--- config.mk ---
export PLATFORM = sky130hd
export DESIGN_NAME = anita4_buffer_manager
export DESIGN_NICKNAME = d
export VERILOG_FILES = /design/src/rtl/anita4_buffer_manager.sv
export SDC_FILE = /design/constraint.sdc
export NUM_CORES = 1
export LEC_CHECK = 0
export ABC_CLOCK_PERIOD_IN_PS = 3520
export BUFFER_PORTS_ARGS = -buffer_cell sky130_fd_sc_hd__buf_2
export CAP_MARGIN = 20
export CORE_ASPECT_RATIO = 1.1
export CORE_MARGIN = 2
export CORE_UTILIZATION = 40
export CTS_BUF_LIST = sky130_fd_sc_hd__clkbuf_8 sky130_fd_sc_hd__clkbuf_16
export DETAILED_ROUTE_END_ITERATION = 16
export PLACE_DENSITY = 0.62
export SKIP_LAST_GASP = 1
export SLEW_MARGIN = 20
export SYNTH_ARGS = -nofsm -noshare
export SYNTH_HDL_FRONTEND = slang
export SYNTH_SLANG_ARGS = --single-unit
--- constraint.sdc ---
create_clock -name clk250_i -period 3.52 [get_ports clk250_i]
set_input_delay 0.704 -clock clk250_i [delete_from_list [all_inputs] [get_ports clk250_i]]
set_output_delay 0.704 -clock clk250_i [all_outputs]
set_load 0.1 [all_outputs]
--- src/rtl/anita4_buffer_manager.sv ---
// Round-robin hold-buffer allocator for trigger digitization with holdoff and full-stall handling.
// Optional lost-trigger counter compiled in with `define ANITA4_LOST_TRIG_COUNT_EN.
module anita4_buffer_manager #(
  parameter  int unsigned NUM_BUF  = 4,
  parameter  int unsigned NUM_TRIG = 4,
  parameter  int unsigned HOLDOFF  = 8,
  localparam int unsigned BUF_BITS = $clog2(NUM_BUF)
) (
  input  logic                clk250_i,
  input  logic                rst_b_i,
  input  logic [NUM_TRIG-1:0] trig_i,
  input  logic                clear_i,
  input  logic [BUF_BITS-1:0] clear_buffer_i,
  output logic                digitize_o,
  output logic [BUF_BITS-1:0] digitize_buffer_o,
  output logic [NUM_TRIG-1:0] digitize_source_o,
  output logic [NUM_BUF-1:0]  buffer_status_o,
  output logic [NUM_BUF-1:0]  HOLD_o,
  output logic                dead_o,
  output logic [15:0]         lost_count_o
);

  localparam int unsigned CNT_W = 8;

  typedef enum logic [1:0] {
    S_IDLE,
    S_HOLDOFF,
    S_FULL
  } state_e;

  state_e              state_q, state_d;
  logic [BUF_BITS-1:0] wp_q, wp_d;
  logic [CNT_W-1:0]    cnt_q, cnt_d;
  logic [NUM_BUF-1:0]  status_q, status_d;
  logic                dig_q, dig_d;
  logic [BUF_BITS-1:0] dig_buf_q, dig_buf_d;
  logic [NUM_TRIG-1:0] dig_src_q, dig_src_d;
  logic                dead_q, dead_d;

  // Next-state: clear applies first so an acceptance on another buffer in the same cycle also lands
  always_comb begin
    state_d   = state_q;
    wp_d      = wp_q;
    cnt_d     = cnt_q;
    status_d  = status_q;
    dig_d     = 1'b0;
    dig_buf_d = dig_buf_q;
    dig_src_d = dig_src_q;

    if (clear_i) begin
      status_d[clear_buffer_i] = 1'b0;
    end

    case (state_q)
      S_IDLE: begin
        if (|trig_i) begin
          dig_d            = 1'b1;
          dig_buf_d        = wp_q;
          dig_src_d        = trig_i;
          status_d[wp_q]   = 1'b1;
          wp_d             = wp_q + BUF_BITS'(1);
          cnt_d            = CNT_W'(HOLDOFF - 1);
          state_d          = S_HOLDOFF;
        end
      end
      S_HOLDOFF: begin
        if (cnt_q == '0) begin
          state_d = status_q[wp_q] ? S_FULL : S_IDLE;
        end else begin
          cnt_d = cnt_q - CNT_W'(1);
        end
      end
      S_FULL: begin
        if (!status_q[wp_q]) begin
          state_d = S_IDLE;
        end
      end
      default: state_d = S_IDLE;
    endcase

    dead_d = (state_d != S_IDLE);
  end

`ifdef ANITA4_LOST_TRIG_COUNT_EN
  logic [15:0] lost_q, lost_d;

  // Saturating count of trigger cycles that arrive while dead
  always_comb begin
    lost_d = lost_q;
    if (dead_q && (|trig_i) && (lost_q != 16'hFFFF)) begin
      lost_d = lost_q + 16'd1;
    end
  end

  always_ff @(posedge clk250_i) begin
    if (!rst_b_i) begin
      lost_q <= '0;
    end else begin
      lost_q <= lost_d;
    end
  end

  assign lost_count_o = lost_q;
`else
  assign lost_count_o = '0;
`endif

  always_ff @(posedge clk250_i) begin
    if (!rst_b_i) begin
      state_q   <= S_IDLE;
      wp_q      <= '0;
      cnt_q     <= '0;
      status_q  <= '0;
      dig_q     <= 1'b0;
      dig_buf_q <= '0;
      dig_src_q <= '0;
      dead_q    <= 1'b0;
    end else begin
      state_q   <= state_d;
      wp_q      <= wp_d;
      cnt_q     <= cnt_d;
      status_q  <= status_d;
      dig_q     <= dig_d;
      dig_buf_q <= dig_buf_d;
      dig_src_q <= dig_src_d;
      dead_q    <= dead_d;
    end
  end

  assign digitize_o        = dig_q;
  assign digitize_buffer_o = dig_buf_q;
  assign digitize_source_o = dig_src_q;
  assign buffer_status_o   = status_q;
  assign HOLD_o            = status_q;
  assign dead_o            = dead_q;

endmodule

# ---- Yosys cells after proc, flatten, opt, wreduce, memory -nomap -nowiden
# Index checks and enable logic that the tools add are counted.
dict set report op_classes {
  n_addsub 2
  n_lt_le_gt_ge 4
  n_eq_ne 4
  mux 18
  bitwise 3
  n_reduce_logical 10
}
# op n
set ops {}
lappend ops {{2-to-1 mux 8 bit} 2}
lappend ops {{case mux 8 bit (2 select lines)} 1}
lappend ops {{2-to-1 mux 4 bit} 3}
lappend ops {{logical NOT 8 bit} 1}
lappend ops {{2-to-1 mux 2 bit} 4}
lappend ops {{subtractor 8 x 1 -> 8 bit (second input constant)} 1}
lappend ops {{less-than comparator 2 x 3 -> 1 bit (second input constant)} 2}
lappend ops {{case mux 2 bit (3 select lines)} 1}
lappend ops {{bitwise AND 4 bit} 1}
lappend ops {{demux 1 bit (select 2 bit)} 2}
lappend ops {{greater-or-equal comparator 2 x 1 -> 1 bit (second input constant)} 2}
lappend ops {{2-to-1 mux 1 bit} 4}
lappend ops {{!= test 2 bit (second input constant)} 2}
lappend ops {{NOT 4 bit} 1}
lappend ops {{bitwise OR 4 bit} 1}
lappend ops {{AND reduction 2 bit} 2}
lappend ops {{nonzero test 2 bit} 2}
lappend ops {{OR reduction 4 bit} 1}
lappend ops {{AND reduction 3 bit} 1}
lappend ops {{adder 2 x 1 -> 2 bit (second input constant)} 1}
lappend ops {{binary-select mux 1 bit (select 2 bit)} 1}
lappend ops {{== test 2 x 1 -> 1 bit (second input constant)} 1}
lappend ops {{== test 2 bit (second input constant)} 1}
lappend ops {{logical AND 1 bit} 2}
lappend ops {{logical NOT 2 bit} 1}
dict set report totals {
  register_bits 24
  inputBits 9
}

# ---- Depth between registers and ports, before layout
dict set report depth {
  word_depth 10
  mapped_depth 6
  ltp_nobuf 5
}

# ---- Worst setup path before layout
# No wires, ideal clock.
dict set report synth_path {
  path_type {register to output}
  startpoint {register status_q[3], in the netlist HOLD_o[3]}
  endpoint {output buffer_status_o[3]}
  t_arrival_ns 1.387
  required_time_ns 2.816
  setup_slack_ns 1.429
  path_stages_with_launch 2
  n_path_buf 1
  path_cell_list {dfxtp_1 buf_4}
}
# element line_no
set synth_lines {}
lappend synth_lines {{start, declared} 34} ;# logic [NUM_BUF-1:0] status_q, status_d;
lappend synth_lines {{start signal, assigned} 122} ;# status_q <= status_d;
lappend synth_lines {{end, declared} 17} ;# output logic [NUM_BUF-1:0] buffer_status_o,
# No word-level cell between the ends.

# ---- Worst setup path after layout
dict set report layout_path {
  startpoint {input trig_i[3]}
  endpoint {register cnt_q[3]}
}
dict set report layout_via {
  elab_chain_len 3
}
# element line_no
set layout_lines {}
lappend layout_lines {{start, declared} 11} ;# input logic [NUM_TRIG-1:0] trig_i,
lappend layout_lines {{OR reduction 4 bit} 56} ;# if (|trig_i) begin
lappend layout_lines {{!= test 2 bit (no line)} n/a}
lappend layout_lines {{AND reduction 3 bit (no line)} n/a}
lappend layout_lines {{end signal, assigned} 121} ;# cnt_q <= cnt_d;
lappend layout_lines {{end, declared} 33} ;# logic [CNT_W-1:0] cnt_q, cnt_d;
# Every way passes these cells.
# A chain may end at the register's enable or synchronous reset.

==> results by stage <==
Status:
- The flow ran to the end, and the final reports show no timing, DRC or antenna violations.

Critical path:
- The number of cell instances on the worst register-to-register path is 4.
- The largest stage delay on the critical path is 530 ps.
- The reg2reg setup slack is 1610 ps.
- Broken down by cell family, the worst path's largest delay share belongs to simple AND/OR/NAND/NOR gates.
- The number of cells on the critical path is 5.
- The critical register-to-register path startpoint is cnt_q[4]$_SDFFE_PN0P_.
- STA classifies the critical path startpoint as a primary input.
- The reg-to-reg critical path endpoint is cnt_q[6]$_SDFFE_PN0P_.
- The number of buffers and inverters on the critical path is 1.
- The kind of end point of the critical path is a flop.
- The library cell contributing the largest single delay on the critical path is or4_4.
- Following the worst setup path forward leads to its endpoint at cnt_q[3]$_SDFFE_PN0P_.
- STA puts the critical path data required time at 3700 ps.
- The worst setup path is of the in -> reg kind.
- The signal on the critical path passes through buf_2, or4_4, and2_4, a221o_1, a211oi_1.
- The most critical setup path has its startpoint at trig_i[3].
- The largest fanout on the critical path is 23.
- Data on the critical path arrives at its endpoint at 2110 ps.

Synth:
- The number of instances in the synthesized netlist is 151.
- The share of synthesized cell area in full adder, half adder and majority cells is 0.0588.
- The post-synthesis instance area is 0.00128 mm2.
- The most frequently used flop master after synthesis is dfxtp_1.
- For this run, asynchronously set or reset flops after synthesis account for 0.
- Counting flops with a built-in enable in the synthesized netlist gives 0.
- For this run, the number of Yosys warnings is 0.
- In this run, synthesis produced a sequential element count of 24.
- For this run, the register share of the synthesized area comes to 0.376.
- The netlist uses 32 different library cells.
- Of the total synthesized cell area, the portion taken by AND, OR, NAND and NOR gates is 0.195.
- After synthesis, the largest family of logic cells by area is simple AND/OR/NAND/NOR gates.
- Of the total synthesized cell area, the portion taken by XOR and XNOR cells is 0.00686.
- After synthesis, the mean cell area works out to 8.46 um2.
- The post-synthesis mux area share is 0.0490.
- The area fraction in compound gates after synthesis is 0.147.

Pwr:
- The net switching power is 431 uW.
- Across the VDD grid, the largest voltage drop is 346 uV.
- The cell internal power dissipation is 454 uW.
- For this design the static power due to leakage is 0.627 nW.
- The total power divided by cell area is 654 mW/mm2.
- The design draws 885 uW.
- The sequential share of power is 0.376.
- The part of the power in the clock network is 0.182.
- Of the total power, combinational logic draws 0.442.
- Of the total power, the share spent switching nets is 0.487.

CTS:
- The clock net in this run drives a total of 24 sinks.
- The maximum buffer depth of the clock tree is 2.
- The clock tree from TritonCTS is done.
- The post-CTS repair timing setup buffer count is 0.
- The number of clock buffers inserted by TritonCTS is 3.
- The root buffer cell chosen for the clock tree is clkbuf_8.
- Clock-pin slew was measured on the worst setup and hold paths at 80 ps.
- CTS built an H-tree with a depth of 1.
- In this run, post-CTS repair resized a total of 0 instances.
- For the worst-skew pair, the clock arrives at the later sink with an insertion delay of 260 ps.
- The number of hold buffers added after cts is 0.

Finish:
- Relative to the synthesized area, the layout overhead comes to 5.97%.
- The final core area utilization is 0.444.
- The number of nets in the layout is 184.
- The top cell types in the final layout, fill and taps aside, are dfxtp_1, buf_2, nand2_1, conb_1, a21oi_1.
- Of the cells placed in the final design, the portion with a size suffix greater than 1 is 0.180.
- 0 antenna diodes ended up in the layout.

STA:
- The final critical-path share of the clock period is 0.547.
- The achievable frequency is 0.520 GHz.
- The final hold violation count is 0.
- Setup violations remaining at the end of the flow were counted as 0.
- The pin slew with the least headroom to its limit is 922 ps.
- For the final database, setup skew stands at 0.935 ps.
- Setup repair after global routing left no endpoint under its margin.
- The max-slew violation count is 0.
- In the final timing run, aggregate negative setup slack is 0 ps.
- The worst pin sits at a relative slew slack of 0.382.
- Subtracting the final worst setup slack from the clock period gives 1920 ps.

Global route:
- The overall fraction of global-route tracks in use is 0.136.
- The total overflow left after global routing is 0.
- The number of global-route vias before repair came to 948.
- Entering global routing, the biggest net connects 24 pins.
- The initial antenna violation count came to 0.
- The first global-routing pass estimated 3980 um of wire.

Die:
- In this run the vertical extent of the chip is 63.3 um.
- The die boundary width is 57.9 um.
- The floorplan core area is 0.00305 mm2.
- The die covers 0.00366 mm2.
- The initial core utilization is 0.419.
- The floorplan row count is 21.
- Pin placement for this block handled 41 I/O pins.

Routing:
- The DRC violations left is 0.
- Summing over every cut layer, the via total after detailed routing is 999.
- The mean routed wirelength per cell is 11.3 um.
- Wires add up to 2270 um.
- The detail route stage leaves a number of antenna-violating nets equal to 0.
- The first routing iteration left 14 violations.
- The number of detailed-route iterations in the first pass is 4.
- The via density per instance is 4.97.

Place:
- Detailed placement finished with a half-perimeter wire length of 1700 um.
- In this run the tool buffered the top-level ports with 24 buffer cells.
- The last weighted congestion value of the routability-driven placer is 0.785.

Worst hold path:
- The worst min-delay path class is reg -> reg.
- The hold path startpoint is digitize_source_o[0]$_SDFFE_PN0P_.

Job:
- The total of max-cap violations is 0.
state kept, by name, indices dropped and copies added (netlist names):
signal             count
HOLD_o                 4
digitize_o             1
state_q                2
cnt_q                  8
digitize_source_o      4
wp_q                   2
dead_o                 1
digitize_buffer_o      2
kinds of logic after synthesis:
family	Yosys count
and+or+nand+nor	52
buffers and inverters	33
AOI/OAI and AO/OA	29
DFF	24
adders and majority gates	6
muxes	5
other	1
xor gates and xnor gates	1
metrics by stage:
step                      instance area, um2  instances  hold slack (ps)  setup slack (ps)
after floorplan                         1330        166              458              1430
after global placement                  1310        198              440              1350
after detailed placement                1310        198              446              1300
after CTS                               1350        201              460              1600
after global routing                    1350        201              482              1370
final                                   1350        201              456              1600
cells in the mapped netlist, drive strengths merged, types with 2 or more instances:
master,instances,area (um2)
o211ai,3,22.5
dfxtp,24,480
a22oi,2,15.0
nor3,4,20.0
o2111ai,2,17.5
nand3,6,30.0
buf,24,176
a21oi,10,50.1
o21ai,4,20.0
nand2,20,75.1
or3,4,25.0
nand2b,3,18.8
mux2i,4,40.0
a211oi,4,30.0
ha,6,75.1
inv,7,26.3
clkbuf,2,7.51
nor4,2,12.5
nor2,9,33.8
how the worst min path moves through the flow:
stage                                                    to  cells past startpoint  slack, ps
final                     digitize_source_o[0]$_SDFFE_PN0P_                      2        460
after global routing      digitize_buffer_o[0]$_SDFFE_PN0P_                      2        480
after CTS                 digitize_buffer_o[1]$_SDFFE_PN0P_                      2        460
after detailed placement  digitize_buffer_o[1]$_SDFFE_PN0P_                      2        450
after global placement    digitize_source_o[3]$_SDFFE_PN0P_                      2        440
after floorplan                       cnt_q[6]$_SDFFE_PN0P_                      2        460
worst register-to-register path, delay by kind of cell, from the launching register on:
| family | cells | cell delay (ps) |
|---|---|---|
| and+or+nand+nor | 1 | 490 |
| AOI/OAI and AO/OA | 2 | 800 |
| DFF | 1 | 350 |
| muxes | 1 | 210 |
area by class of cell:
class	instances	area, um2
clock buffers	3	41.3
multi-input cells	109	643
fillers	322	1690
repair buffers	24	120
flip-flops and latches	24	480
well taps	34	42.5
inverters	7	26.3
power by group through the flow:
stage	clock (mW)	sequential [mW]	combinational, mW
finish	0.161	0.333	0.391
global route	0.179	0.338	0.418
CTS	0.166	0.333	0.394
detailed placement	0	0.340	0.393
global placement	0	0.338	0.390
floorplan	0	0.442	0.262
routing by layer:
metal	routed length (um)	global-route usage
met3	83	0.0226
met5	0	0
met1	1040	0.171
met4	51	0.0610
met2	1090	0.223
Note: power is estimated with default switching activity, not from simulation.
